`config.mk`:
```
export PLATFORM = sky130hd
export DESIGN_NAME = register_file_sb
export DESIGN_NICKNAME = d
export VERILOG_FILES = /design/src/rtl/register_file_sb.sv
export SDC_FILE = /design/constraint.sdc
export NUM_CORES = 2
export LEC_CHECK = 0
export ABC_CLOCK_PERIOD_IN_PS = 7700
export CORE_MARGIN = 2
export CORE_UTILIZATION = 55
export CTS_CLUSTER_DIAMETER = 150
export DETAILED_ROUTE_END_ITERATION = 16
export GPL_TIMING_DRIVEN = 0
export PLACE_DENSITY = 0.81
export SLEW_MARGIN = 5
export SYNTH_ARGS = -nofsm -noshare
export SYNTH_HDL_FRONTEND = slang
export SYNTH_SLANG_ARGS = --single-unit
```
`constraint.sdc`:
```
create_clock -name clk -period 7.7 [get_ports clk]
set_clock_uncertainty 0.2 [all_clocks]
set_input_delay 1.54 -clock clk [delete_from_list [all_inputs] [get_ports clk]]
set_output_delay 1.54 -clock clk [all_outputs]
set_load 0.03 [all_outputs]
```
`src/rtl/register_file_sb.sv`:
```
// Multi-entry register file with two read ports, optional write bypass
// and a per-entry busy scoreboard for long-latency results.
module register_file_sb #(
    parameter int WIDTH    = 32,
    parameter int DEPTH    = 32,
    parameter int ZERO_REG = 1,
    parameter int BYPASS   = 1,
    parameter int AW       = $clog2(DEPTH)
) (
    input  logic             clk,
    input  logic             clr,
    input  logic             w_en,
    input  logic [AW-1:0]    w_addr,
    input  logic [WIDTH-1:0] w_data,
    input  logic             r_enA,
    input  logic             r_enB,
    input  logic [AW-1:0]    r_addrA,
    input  logic [AW-1:0]    r_addrB,
    output logic [WIDTH-1:0] outA,
    output logic [WIDTH-1:0] outB,
    input  logic             busy_set,
    input  logic [AW-1:0]    busy_addr,
    output logic             busyA,
    output logic             busyB,
    output logic [AW:0]      busy_count
);

    localparam logic [AW:0] LP_DEPTH = (AW+1)'(DEPTH);

    logic [WIDTH-1:0] r_mem [DEPTH];
    logic [DEPTH-1:0] r_busy;
    logic [AW:0]      r_busy_count;

    logic             w_we;
    logic             w_bs;
    logic             w_hitA;
    logic             w_hitB;
    logic [DEPTH-1:0] w_busy_nxt;
    logic [AW:0]      w_cnt_nxt;

    // An entry is real storage only if in range and not the hardwired zero.
    function automatic logic f_real(input logic [AW-1:0] a);
        logic w_in_range;
        logic w_is_zero;
        w_in_range = ({1'b0, a} < LP_DEPTH);
        w_is_zero  = (ZERO_REG != 0) && (a == '0);
        return w_in_range && !w_is_zero;
    endfunction

    assign w_we   = w_en && f_real(w_addr);
    assign w_bs   = busy_set && f_real(busy_addr);
    assign w_hitA = (BYPASS != 0) && w_we && (w_addr == r_addrA);
    assign w_hitB = (BYPASS != 0) && w_we && (w_addr == r_addrB);

    // Next busy vector: a write clears, a reissue sets and wins.
    always_comb begin
        w_busy_nxt = r_busy;
        if (w_we) begin
            w_busy_nxt[w_addr] = 1'b0;
        end
        if (w_bs) begin
            w_busy_nxt[busy_addr] = 1'b1;
        end
    end

    // Population count of the next busy vector.
    always_comb begin
        w_cnt_nxt = '0;
        for (int i = 0; i < DEPTH; i++) begin
            w_cnt_nxt = w_cnt_nxt + {{AW{1'b0}}, w_busy_nxt[i]};
        end
    end

    // Data storage.
    always_ff @(posedge clk) begin
        if (clr) begin
            for (int i = 0; i < DEPTH; i++) begin
                r_mem[i] <= '0;
            end
        end else if (w_we) begin
            r_mem[w_addr] <= w_data;
        end
    end

    // Busy bits and their registered count move together.
    always_ff @(posedge clk) begin
        if (clr) begin
            r_busy       <= '0;
            r_busy_count <= '0;
        end else begin
            r_busy       <= w_busy_nxt;
            r_busy_count <= w_cnt_nxt;
        end
    end

    // Read port A with optional forwarding of the in-flight write.
    always_comb begin
        outA  = '0;
        busyA = 1'b0;
        if (r_enA && f_real(r_addrA)) begin
            if (w_hitA) begin
                outA = w_data;
            end else begin
                outA  = r_mem[r_addrA];
                busyA = r_busy[r_addrA];
            end
        end
    end

    // Read port B with optional forwarding of the in-flight write.
    always_comb begin
        outB  = '0;
        busyB = 1'b0;
        if (r_enB && f_real(r_addrB)) begin
            if (w_hitB) begin
                outB = w_data;
            end else begin
                outB  = r_mem[r_addrB];
                busyB = r_busy[r_addrB];
            end
        end
    end

    assign busy_count = r_busy_count;

endmodule
```
==> reports/metrics.yaml <==
status: "finished, violations left"
violations: "capacitance limit, setup timing"
peakVddDrop_uv: 210.9
syn_area_per_cell_um2: 14.39
wirelength_mm: 221.4
reg2regPathDepth: 20
layout-drive-gt1-share_pct: 18.89
fmax_ghz: 0.1248
grt_max_degree: 33
synth.top_cells.by_area: "edfxtp_1 53%, mux4_2 15%, and2_1 11%"
num_vias: 42130
ys_seq_elements: 1062
worstPathRequired_ns: 5.96
path_class: "in -> out"
place_area_um2: 61490
drt_iter0_markers: 8397
fin_crit_sh_pct: 104.1
maxCapViolCount: 1
cp.arrival_ns: 6.27
antenna_found_initial: 19
cp-start-kind: "input pin"
synth_ff_type: "edfxtp_1"
post_drt_wl_per_cell_um: 38.30
worstHoldPathCells: 2
viasPerCell: 7.287
p_switching_uw: 3812
clockRootBuffer: "clkbuf_16"
initial_core_util_pct: 55.65
die_area_um2: 107800
fin_cells: 5781
yosysSeqAreaShare_pct: 54.48
grt.total_usage_pct: 40.65
holdBufCountCts: 0
slew_violations: 0
pre_cts_ws_ns: -0.4511
fin_ws_ns: -0.3138
io_buffers: 117
hold_violations: 0
hpwlAfterDp_mm: 153.7
p_seq_share_pct: 47.5
die_width_um: 328.3
post-synth-top-count-cell: "edfxtp_1"
comb_power_share_pct: 14.2
yosysTopAreaCell: "edfxtp_1"
grt.overflow.total: 0
synth_common_cells: "1024 x edfxtp_1, 994 x and2_1, 394 x mux4_2"
synth.distinct_cells: 62
dp.cells: 5571
yosysWarnings: 0
syn_to_final_growth_pct: 12.79
final_area_um2: 65240
setup_viol: 33
cts_tree: "done"
p_clk_share_pct: 38.3
grt_pass1_vias: 40780
syn_inst: 4019
postRouteAntennaNets: 0
path_max_fanout: 10
finalWeightedCongestion: 1.030
cellPowerDensity_nw_per_um2: 220.1
clockBufferDepth: 3
p_int_uw: 10540
fin_crit_ns: 8.014
ios: 130
power.static_leakage_uw: 0.02275
rsz0062_at_grt: "no"
grt_first_pass_wirelength_mm: 301.9
nNetsFinal: 4390
cts_sinks: 1062
yosysTopAreaCellShare_pct: 53.16
first_pass_iters: 10
syn_area_um2: 57840
clk_pin_slew_ns: 0.06
max_slew.worst_pin.slew_ns: 1.488
slew_headroom_pct: 0.8313
async_flop_share_pct: 0
htreeDepth: 3
tns_ns: -3.733
critPathCaptureType: "output pin"
insertion_delay_ns: 0.71
swShare_pct: 26.55
hp-class: "reg -> reg"
rows: 118
core_area_um2: 103900
cts_buffers: 109
die_h_um: 328.3
synth-edff-count: 1024
drc: 0
[layer usage]
layer | global-route usage (%) | vias to the layer above | routed length [um]
li1 | - | 16000 | -
met1 | 49.50 | 20620 | 69100
met5 | 0 | - | 134
met3 | 18.27 | 1015 | 40230
met4 | 23.87 | 10 | 16590
met2 | 59.91 | 4488 | 95380
[registers in the layout (all words and copies together), names as in the netlist]
register    flops
busy_count      6
r_busy         32
r_mem        1024
[placed cells by master, fill, tap and decap left out, types with 29 or more instances in the layout]
| cell | n |
|---|---|
| a221oi_1 | 50 |
| o22ai_1 | 65 |
| o221ai_1 | 66 |
| buf_4 | 29 |
| nor2_1 | 56 |
| inv_1 | 35 |
| clkbuf_16 | 111 |
| dfxtp_1 | 38 |
| mux2_2 | 67 |
| buf_6 | 31 |
| conb_1 | 32 |
| mux2i_1 | 267 |
| mux4_2 | 394 |
| nand2_1 | 107 |
| edfxtp_1 | 1024 |
| a2111oi_0 | 51 |
| clkdlybuf4s50_1 | 117 |
| buf_2 | 45 |
| o31ai_1 | 59 |
| clkbuf_1 | 314 |
| a22o_1 | 73 |
| and2_1 | 994 |
[worst max-delay path, cell delays in order]
cell and delay (ns):
clkdlybuf4s50_1 0.62, buf_2 0.46, buf_1 1.14, mux4_2 0.43, a22o_1 0.26, a2111oi_0 0.90
o31ai_1 0.24, clkdlybuf4s50_1 0.66
[cell type report]
cell class	count	area (um^2)
fill	7587	38700
sequential	1062	31510
multi-input combinational	2523	24460
clock buffer	135	2898
buffer	428	2062
timing repair buffer	142	1727
tap	1380	1727
clock inverter	68	705.7
inverter	35	131.4
antenna	8	20.02
[per-stage QoR]
stage / hold WS [ns] / util, % / power [uW]
2_1_floorplan: 0.2607 / - / 7994
3_3_place_gp: 0.3183 / 58.55 / 8766
3_5_place_dp: 0.3131 / 59.16 / 8839
4_1_cts: 0.3223 / 62.65 / 14140
5_1_grt: 0.3364 / 62.75 / 14510
6_report: 0.3324 / 62.76 / 14360
[kinds of logic after synthesis]
| family | share of synthesized area (%) |
|---|---|
| and+or+nand+nor | 13.18 |
| DFF | 54.48 |
| muxes | 21.27 |
| buffers and inverters | 3.731 |
| AOI/OAI and AO/OA | 6.171 |
| adders and majority gates | 0.9821 |
| xor gates and xnor gates | 0.1817 |
| other | 0.006483 |
[timing repair]
action | 4_1_cts | 5_1_grt
buffers inserted | 0 | 0
hold endpoints to repair | 0 | 0
gates resized for setup | 11 | 33
endpoints found under the setup margin | 19 | 26
[path summary, 6_finish.rpt]
| check | start | end | slack (ns) |
|---|---|---|---|
| max | r_addrA[2] | outA[6] | -0.31 |
| min | r_busy[31] | r_busy[31] | 0.33 |
| max reg2reg | r_busy[11] | busy_count[4] | 2.28 |
| min reg2reg | r_busy[31] | r_busy[31] | 0.33 |
[power by group through the flow]
| stage | sequential [uW] | combinational [uW] | clock (uW) |
|---|---|---|---|
| floorplan | 6880 | 1120 | 0 |
| global placement | 6910 | 1860 | 0 |
| detailed placement | 6930 | 1910 | 0 |
| CTS | 6810 | 1920 | 5410 |
| global route | 6850 | 2030 | 5630 |
| finish | 6820 | 2040 | 5500 |
No activity file was read; power rests on OpenSTA's default activity.
